<file path="src/rtl/level_store_ctrl.sv">
// level_store_ctrl
// ----------------
// Saves and restores a per-player level for the game RAM. After reset it
// zeroes one level slot per player. When game_state moves into GS_SAVE, the
// player's level is incremented and written back. When game_state moves into
// GS_LOAD, the player's slot is read into cur_level.
//
// Optional feature: define LEVEL_SATURATE_EN to make the increment stop at
// MAX_LEVEL. When the macro is not defined, the level wraps modulo 2^LEVEL_W.
//
// Ports:
//   clk          in   rising-edge system clock
//   reset        in   asynchronous, active-low reset
//   user_id      in   current player ID (4 bits)
//   game_state   in   game FSM state code (8 bits)
//   data_in      in   RAM read data, valid one cycle after address_out
//   address_out  out  RAM address (registered)
//   data_out     out  RAM write data (registered)
//   r_w          out  1 = write strobe this cycle (registered)
//   cur_level    out  current player level (registered)
//   busy         out  high whenever the controller is not idle (registered)
//   user_valid   out  combinational: user_id matches a USER_ID_MAP entry
module level_store_ctrl #(
  parameter int                     NUM_USERS   = 4,
  parameter int                     LEVEL_W     = 8,
  parameter int                     ADDR_W      = 8,
  parameter int                     BASE_ADDR   = 0,
  parameter logic [NUM_USERS*4-1:0] USER_ID_MAP = {4'b0100, 4'b1101, 4'b0011, 4'b1100},
  parameter logic [LEVEL_W-1:0]     MAX_LEVEL   = {LEVEL_W{1'b1}},
  parameter logic [7:0]             GS_SAVE     = 8'h20,
  parameter logic [7:0]             GS_LOAD     = 8'h30
) (
  input  logic               clk,
  input  logic               reset,
  input  logic [3:0]         user_id,
  input  logic [7:0]         game_state,
  input  logic [LEVEL_W-1:0] data_in,
  output logic [ADDR_W-1:0]  address_out,
  output logic [LEVEL_W-1:0] data_out,
  output logic               r_w,
  output logic [LEVEL_W-1:0] cur_level,
  output logic               busy,
  output logic               user_valid
);

  localparam int IDX_W = (NUM_USERS > 1) ? $clog2(NUM_USERS) : 1;

`ifdef LEVEL_SATURATE_EN
  localparam bit SAT_EN = 1'b1;
`else
  localparam bit SAT_EN = 1'b0;
`endif

  localparam logic [2:0] CLEAR   = 3'd0;
  localparam logic [2:0] CLR_END = 3'd1;
  localparam logic [2:0] IDLE    = 3'd2;
  localparam logic [2:0] SAVE    = 3'd3;
  localparam logic [2:0] LD_WAIT = 3'd4;
  localparam logic [2:0] LD_CAP  = 3'd5;

  localparam logic [IDX_W-1:0] LAST_IDX = IDX_W'(NUM_USERS - 1);

  logic [2:0]         state_q, state_d;
  logic [IDX_W-1:0]   idx_q, idx_d;
  logic [7:0]         prev_gs_q, prev_gs_d;
  logic [ADDR_W-1:0]  address_out_q, address_out_d;
  logic [LEVEL_W-1:0] data_out_q, data_out_d;
  logic               r_w_q, r_w_d;
  logic [LEVEL_W-1:0] cur_level_q, cur_level_d;
  logic               busy_q, busy_d;

  logic               hit_s;
  logic [IDX_W-1:0]   slot_s;
  logic [ADDR_W-1:0]  slot_addr_s;
  logic [LEVEL_W-1:0] next_level_s;
  logic               save_evt_s;
  logic               load_evt_s;

  // Slot lookup. The loop scans downward, so the lowest matching entry is the
  // one that remains.
  always_comb begin
    hit_s  = 1'b0;
    slot_s = '0;
    for (int i = NUM_USERS - 1; i >= 0; i--) begin
      hit_s  = hit_s | (USER_ID_MAP[4*i +: 4] == user_id);
      slot_s = (USER_ID_MAP[4*i +: 4] == user_id) ? IDX_W'(i) : slot_s;
    end
  end

  // Slot address, next level value, and edge-detected save/load events.
  always_comb begin
    slot_addr_s  = ADDR_W'(BASE_ADDR) + ADDR_W'(slot_s);
    // MAX_LEVEL only takes effect when SAT_EN is set.
    next_level_s = (SAT_EN && (cur_level_q >= MAX_LEVEL)) ? MAX_LEVEL
                                                          : cur_level_q + LEVEL_W'(1);
    save_evt_s   = (game_state == GS_SAVE) && (prev_gs_q != GS_SAVE) && hit_s;
    load_evt_s   = (game_state == GS_LOAD) && (prev_gs_q != GS_LOAD) && hit_s;
  end

  // Next-state and next-output logic for the controller FSM.
  always_comb begin
    state_d       = state_q;
    idx_d         = idx_q;
    prev_gs_d     = game_state;
    address_out_d = address_out_q;
    data_out_d    = data_out_q;
    r_w_d         = r_w_q;
    cur_level_d   = cur_level_q;
    case (state_q)
      CLEAR: begin
        address_out_d = ADDR_W'(BASE_ADDR) + ADDR_W'(idx_q);
        data_out_d    = '0;
        r_w_d         = 1'b1;
        if (idx_q == LAST_IDX) begin
          state_d = CLR_END;
        end else begin
          idx_d = idx_q + IDX_W'(1);
        end
      end
      CLR_END: begin
        r_w_d   = 1'b0;
        state_d = IDLE;
      end
      IDLE: begin
        r_w_d = 1'b0;
        if (save_evt_s) begin
          cur_level_d   = next_level_s;
          data_out_d    = next_level_s;
          address_out_d = slot_addr_s;
          r_w_d         = 1'b1;
          state_d       = SAVE;
        end else if (load_evt_s) begin
          // The address is latched here, so a later change of user_id has no effect.
          address_out_d = slot_addr_s;
          r_w_d         = 1'b0;
          state_d       = LD_WAIT;
        end else begin
          state_d = IDLE;
        end
      end
      SAVE: begin
        r_w_d   = 1'b0;
        state_d = IDLE;
      end
      LD_WAIT: begin
        r_w_d   = 1'b0;
        state_d = LD_CAP;
      end
      LD_CAP: begin
        r_w_d       = 1'b0;
        cur_level_d = data_in;
        state_d     = IDLE;
      end
      default: begin
        r_w_d   = 1'b0;
        state_d = IDLE;
      end
    endcase
    busy_d = (state_d != IDLE);
  end

  // State and output registers. Reset restarts the clear sweep.
  always_ff @(posedge clk or negedge reset) begin
    if (!reset) begin
      state_q       <= CLEAR;
      idx_q         <= '0;
      prev_gs_q     <= 8'h00;
      address_out_q <= '0;
      data_out_q    <= '0;
      r_w_q         <= 1'b0;
      cur_level_q   <= '0;
      busy_q        <= 1'b1;
    end else begin
      state_q       <= state_d;
      idx_q         <= idx_d;
      prev_gs_q     <= prev_gs_d;
      address_out_q <= address_out_d;
      data_out_q    <= data_out_d;
      r_w_q         <= r_w_d;
      cur_level_q   <= cur_level_d;
      busy_q        <= busy_d;
    end
  end

  assign address_out = address_out_q;
  assign data_out    = data_out_q;
  assign r_w         = r_w_q;
  assign cur_level   = cur_level_q;
  assign busy        = busy_q;
  assign user_valid  = hit_s;

endmodule

</file>
<file path="config.mk">
export PLATFORM = sky130hd
export DESIGN_NAME = level_store_ctrl
export DESIGN_NICKNAME = d
export VERILOG_FILES = /design/src/rtl/level_store_ctrl.sv
export SDC_FILE = /design/constraint.sdc
export NUM_CORES = 1
export LEC_CHECK = 0
export CAP_MARGIN = 40
export CORE_MARGIN = 4
export CORE_UTILIZATION = 35
export DETAILED_ROUTE_END_ITERATION = 10
export GPL_TIMING_DRIVEN = 0
export PLACE_DENSITY = 0.65
export SYNTH_ARGS = -nofsm -noshare
export SYNTH_HDL_FRONTEND = slang
export SYNTH_SLANG_ARGS = --single-unit
</file>
<file path="constraint.sdc">
create_clock -name clk -period 1.9 [get_ports clk]
set_clock_uncertainty 0.15 [all_clocks]
set_input_delay 0.19 -clock clk [delete_from_list [all_inputs] [get_ports clk]]
set_output_delay 0.19 -clock clk [all_outputs]
set_load 0.01 [all_outputs]
</file>
==> results.ini, run 1 <==
[critical_path]
crit_arrival_ps = 1880
critPathMaxFanout = 2
r2r_slack_ps = 50
start_kind = register
rr_endpoint = address_out[0]
crit_path_end_kind = register
worstRegToRegCells = 5
timing.rr.start = prev_gs_q[6]
worstSetupPathType = reg2reg
crit_required_ps = 1930

[floorplan]
rows = 24
core_area_um2 = 4410
die_w_um = 75.9
initial_core_util_pct = 36.5
dieArea_um2 = 5760
die_h_um = 75.9
num_io_pins = 49

[logic_synthesis]
synth_adder_area_share_pct = 1.55
yosys.area_share.xor_xnor_pct = 5.43
yosys_warnings = 0
synth.distinct_cells = 37
seq_area_frac_synth_pct = 51.3
muxShareOfSynthArea_pct = 3.57
avgSynthCellArea_um2 = 9.96
synthesis.area_um2 = 1610
synth_top_family_by_area = simple AND/OR/NAND/NOR gates
synth_compound_area_share_pct = 11.4
synth-seq-cells = 33
yosys.area_share.simple_pct = 20.9
syn_inst = 162

[global_routing]
grt.total_usage_pct = 13.4
grt_max_degree = 34
overflow = 0
grt_pass1_vias = 1241
antenna_found_initial = 0
grt_pass1_wl_um = 5750

[place]
place_congestion = 0.799
dp_hpwl_um = 2630
placed_cells = 261
io_buffers = 42

[run_status]
status = finished, final reports clean

[clocking]
cts_made_buffers = 5
clockBufferDepth = 2
clock_latency_ps = 290
ctsRootBufferMaster = clkbuf_8
clkSlewWorstSetupHoldPaths_ps = 70
htree_levels = 2
cts_tree = yes
clock_sinks = 33

[route]
drcViolationCount = 0
wl_um = 3740
drt_iter0_drc = 58
vias = 1403
wl_per_cell_um = 13.6
ant_nets = 0
dr.pass1.iters = 4
viasPerCell = 5.10

[timing]
slew_violations = 0
max_slew_margin_pct = 51.2
setup_violations = 0
worst_pin_slew_ps = 732
max_freq_ghz = 0.539
hold-worst-slack_ps = 54.4
min_period_over_period_pct = 97.6
fin_crit_ps = 1850
finalHoldViolations = 0

[finish]
final_common_cell = clkdlybuf4s50_1
final_layout_size_suffix_gt1_share_pct = 17.9
n_fill_cell = 410
layout_common_cells = 33 x clkdlybuf4s50_1, 30 x dfrtp_1, 16 x nand3_1, 16 x o21ai_1, 11 x nand2_1
fin_cells = 275
area.growth.synth_to_final_pct = 45.5
nets = 246
diodes = 0

[hold_path]
min_path_type = in2reg
min_from = game_state[2]
min_delay_path_depth = 1
hold-path-endpoint = prev_gs_q[2]

[pwr]
p_per_area_nw_per_um2 = 697
peakVddDrop_uv = 293
p_leak_nw = 1.03

[run]
drv_cap = 0

-- routing by layer --
layer / vias up / global-route usage [%] / wire length (um)
met5: - / 0 / 0
met4: 0 / 5.24 / 54
met3: 7 / 3.96 / 177
met2: 34 / 21.7 / 1830
met1: 683 / 16.7 / 1680
li1: 679 / - / -
-- per-stage QoR --
stage / setup TNS, ps / total power, mW / cell area, um2 / setup slack (ps) / util (%)
2_1_floorplan: 0 / 0.957 / 1630 / 65.6 / -
3_3_place_gp: -12970 / 1.11 / 2120 / -502 / 48.0
3_5_place_dp: -6660 / 1.12 / 2110 / -496 / 47.8
4_1_cts: 0 / 1.63 / 2260 / 1.24 / 51.2
5_1_grt: -64.4 / 1.72 / 2350 / -56.8 / 53.1
6_report: 0 / 1.64 / 2350 / 45.2 / 53.1
-- repair_timing --
| action | in CTS | in global routing |
|---|---|---|
| gates resized for setup | 15 | 14 |
| buffers inserted | 2 | 1 |
| pin swaps | 2 | 5 |
| hold buffers | 1 | 2 |
| endpoints found under the setup margin | 16 | 16 |
| gates cloned | 1 | 0 |
| hold endpoints to repair | 32 | 2 |
-- Yosys cell counts, drive strengths merged --
library cell / instances / area (um2)
nor3: 2 / 10.0
nor2: 11 / 41.3
o21ai: 17 / 85.1
xor2: 5 / 43.8
or3: 7 / 43.8
o31a: 1 / 8.76
a21o: 1 / 7.51
buf: 7 / 56.3
or2: 1 / 6.26
conb: 1 / 3.75
inv: 4 / 15.0
nor4: 2 / 12.5
ha: 2 / 25.0
a31oi: 5 / 31.3
and3: 3 / 18.8
o211ai: 1 / 7.51
nand2: 11 / 41.3
o31ai: 1 / 7.51
nand2b: 5 / 31.3
and2: 1 / 6.26
nor4b: 2 / 17.5
nand3: 17 / 85.1
mux2: 3 / 37.5
mux2i: 2 / 20.0
a21boi: 1 / 7.51
dfstp: 1 / 26.3
xnor2: 5 / 43.8
a21oi: 3 / 15.0
a211oi: 1 / 7.51
dfrtp: 32 / 801
clkbuf: 5 / 18.8
o22ai: 1 / 6.26
nand4b: 1 / 23.8
-- how the worst max path moves through the flow --
stage,depth (start not counted),startpoint,end
finish,5,prev_gs_q[6],address_out[0]
global route,5,prev_gs_q[6],address_out[0]
CTS,7,game_state[0],cur_level[5]
detailed placement,9,user_id[3],cur_level[7]
global placement,9,user_id[3],cur_level[7]
floorplan,7,prev_gs_q[2],cur_level[6]
-- where the power goes --
part           internal, mW  switching, mW  leakage, nW
logic                 0.171          0.129        0.579
registers             0.765         0.0576        0.406
clock network         0.254          0.259       0.0450
total                  1.19          0.446         1.03
-- cell type report --
class	count	area, um2	share of cell area (%)
Sequential cell	33	830	35.4
Multi-Input combinational cell	118	807	34.4
Timing Repair Buffer	49	470	20.1
Buffer	11	76.3	3.25
Clock buffer	6	72.6	3.09
Tap cell	52	65.1	2.77
Inverter	4	15.0	0.640
Clock inverter	2	10.0	0.427
-- state kept, by name, indices dropped and copies added (netlist names) --
| name | flops |
|---|---|
| cur_level | 8 |
| data_out | 8 |
| prev_gs_q | 8 |
| state_q | 3 |
| address_out | 2 |
| idx_q | 2 |
| busy | 1 |
| r_w | 1 |
-- logic make-up after synthesis --
family	after synthesis
simple gates	63
flops	33
compound gates	32
buf+inv	16
xor+xnor	10
mux	5
fa+ha+maj	2
other cells	1
-- critical path, cell delays in order (launching register included) --
cell and delay [ps]:
dfrtp_1 390, nor4b_4 340, nor4b_4 280, nand3_1 140, nand3_2 130, mux2_1 320
Note: power is estimated with default switching activity, not from simulation.
==> inputs of run 2 (changes only) <==
--- a/config.mk
+++ b/config.mk
@@ -10,7 +10,7 @@
 export CORE_UTILIZATION = 35
 export DETAILED_ROUTE_END_ITERATION = 10
 export GPL_TIMING_DRIVEN = 0
-export PLACE_DENSITY = 0.65
+export PLACE_DENSITY = 0.74
 export SYNTH_ARGS = -nofsm -noshare
 export SYNTH_HDL_FRONTEND = slang
 export SYNTH_SLANG_ARGS = --single-unit
==> run 2 against run 1 <==
  * Flip-flop and latch count unchanged
  * First-iteration DRC count up 12%
  * Hold slack better by 170 ps
  * Largest power group unchanged
  * Sequential share of layout area up 0.057 points
  * Core utilization down 0.085 points
  * Combinational power about the same
==> results.ini, run 2 (synthesis results as in run 1) <==
[run_status]
status = finished, final reports clean

[critical_path]
worstRegToRegCells = 6
cp_cell_sequence = nor2_2, and2_1, nand4b_4, buf_6, or3_1, a31oi_1
crit_required_ps = 1950
crit_arrival_ps = 1900
critPathMaxFanout = 8
timing.rr.start = state_q[2]
worstSetupPathType = reg2reg
r2r_slack_ps = 40
start_kind = register
worst_path_max_delay_cell = dfrtp_1
rr_endpoint = cur_level[6]
cpPeakStageDelay_ps = 440
crit_path_end_kind = register

[floorplan]
die_h_um = 75.9
rows = 24
initial_core_util_pct = 36.5
die_w_um = 75.9
core_area_um2 = 4410
dieArea_um2 = 5760
num_io_pins = 49

[clocking]
clkSlewWorstSetupHoldPaths_ps = 60
clock_latency_ps = 280
htree_levels = 2
cts_tree = yes
ctsRootBufferMaster = clkbuf_8
clockBufferDepth = 2
cts_made_buffers = 5
clock_sinks = 33

[pwr]
p_leak_nw = 1.03
switching_share_pct = 25.6
seqPwrFrac_pct = 49.7
combinationalPowerShare_pct = 18.2
clockPowerShare_pct = 32.1
p_sw_mw = 0.422
p_per_area_nw_per_um2 = 703
peakVddDrop_uv = 306
p_int_mw = 1.22

[place]
dp_hpwl_um = 2590
io_buffers = 42
place_congestion = 0.828

[hold_path]
min_from = game_state[5]
min_path_type = in2reg
min_delay_path_depth = 1
hold-path-endpoint = prev_gs_q[5]

[route]
vias = 1346
highest_layer = met4
viasPerCell = 4.91
ant_nets = 0
wl_met1_um = 1500
drcViolationCount = 0
drt_iter0_drc = 65
routed-wl-met2_um = 1720
dr.pass1.iters = 4
wl_um = 3480
wl_met3_um = 204
wl_per_cell_um = 12.7

[finish]
area.growth.synth_to_final_pct = 45.2
final_common_cell = clkdlybuf4s50_1
diodes = 0
final_layout_size_suffix_gt1_share_pct = 17.1
nets = 246
layout_common_cells = 34 x clkdlybuf4s50_1, 30 x dfrtp_1, 16 x nand3_1, 16 x o21ai_1, 11 x nand2_1

[global_routing]
grt.total_usage_pct = 12.7
grt_pass1_wl_um = 5490
overflow = 0
antenna_found_initial = 0
grt_pass1_vias = 1231
grt_max_degree = 34

[run]
drv_cap = 0

[timing]
finalHoldViolations = 0
hold-worst-slack_ps = 228
max_slew_margin_pct = 52.8
slew_violations = 0
max_freq_ghz = 0.539
setup_violations = 0
min_period_over_period_pct = 97.6
tns_ps = 0
worst_pin_slew_ps = 708
fin_crit_ps = 1860

==> run 2: power groups by stage <==
stage | Sequential [mW] | Combinational [mW] | Clock (mW)
2_1_floorplan | 0.835 | 0.122 | 0
3_3_place_gp | 0.826 | 0.286 | 0
6_report | 0.819 | 0.299 | 0.529
3_5_place_dp | 0.827 | 0.290 | 0
5_1_grt | 0.829 | 0.337 | 0.570
4_1_cts | 0.817 | 0.296 | 0.539
==> run 2: routing by layer <==
layer  track usage (%)  vias up
li1                  -      675
met1              16.3      631
met2              19.7       34
met3              4.09        6
met4              5.24        0
met5                 0        -
==> run 2: cell type report <==
cell class | instances | area [um2]
repair buffers | 49 | 474
flip-flops and latches | 33 | 830
plain buffers | 11 | 82.6
inverters | 4 | 15.0
fillers | 401 | 2070
multi-input cells | 118 | 790
well taps | 52 | 65.1
clock buffers | 7 | 86.3
==> run 2: through the flow <==
step                      util (%)  total power [mW]  setup slack (ps)  instances  cell area, um2
final                         53.1              1.65              45.0        274            2340
after floorplan                  -             0.957              65.6        167            1630
after detailed placement      47.8              1.12              -504        261            2110
after CTS                     51.5              1.65             -18.9        271            2270
after global placement        48.0              1.11              -478        261            2120
after global routing          53.1              1.74             -3.84        274            2340
==> run 2: repair_timing <==
| item | 4_1_cts | 5_1_grt |
|---|---|---|
| pin swaps | 1 | 6 |
| cloned | 0 | 0 |
| hold endpoints to repair | 32 | 2 |
| hold buffers | 1 | 2 |
| buffers inserted | 2 | 2 |
| setup endpoints to repair | 19 | 9 |
| gates resized for setup | 16 | 10 |
==> run 2: worst max-delay path: cells and delay by family (launching register included) <==
kind	cells	cell delay [ps]
and+or+nand+nor	4	840
DFF	1	440
AOI/OAI and AO/OA	1	190
buffers and inverters	1	160
==> run 2: worst max path at each step <==
stage,from,endpoint,slack [ps]
floorplan,prev_gs_q[2],cur_level[6],70
global placement,user_id[3],cur_level[7],-480
detailed placement,user_id[3],cur_level[6],-500
CTS,prev_gs_q[5],cur_level[6],-20
global route,state_q[2],cur_level[6],-4
finish,state_q[2],cur_level[6],40
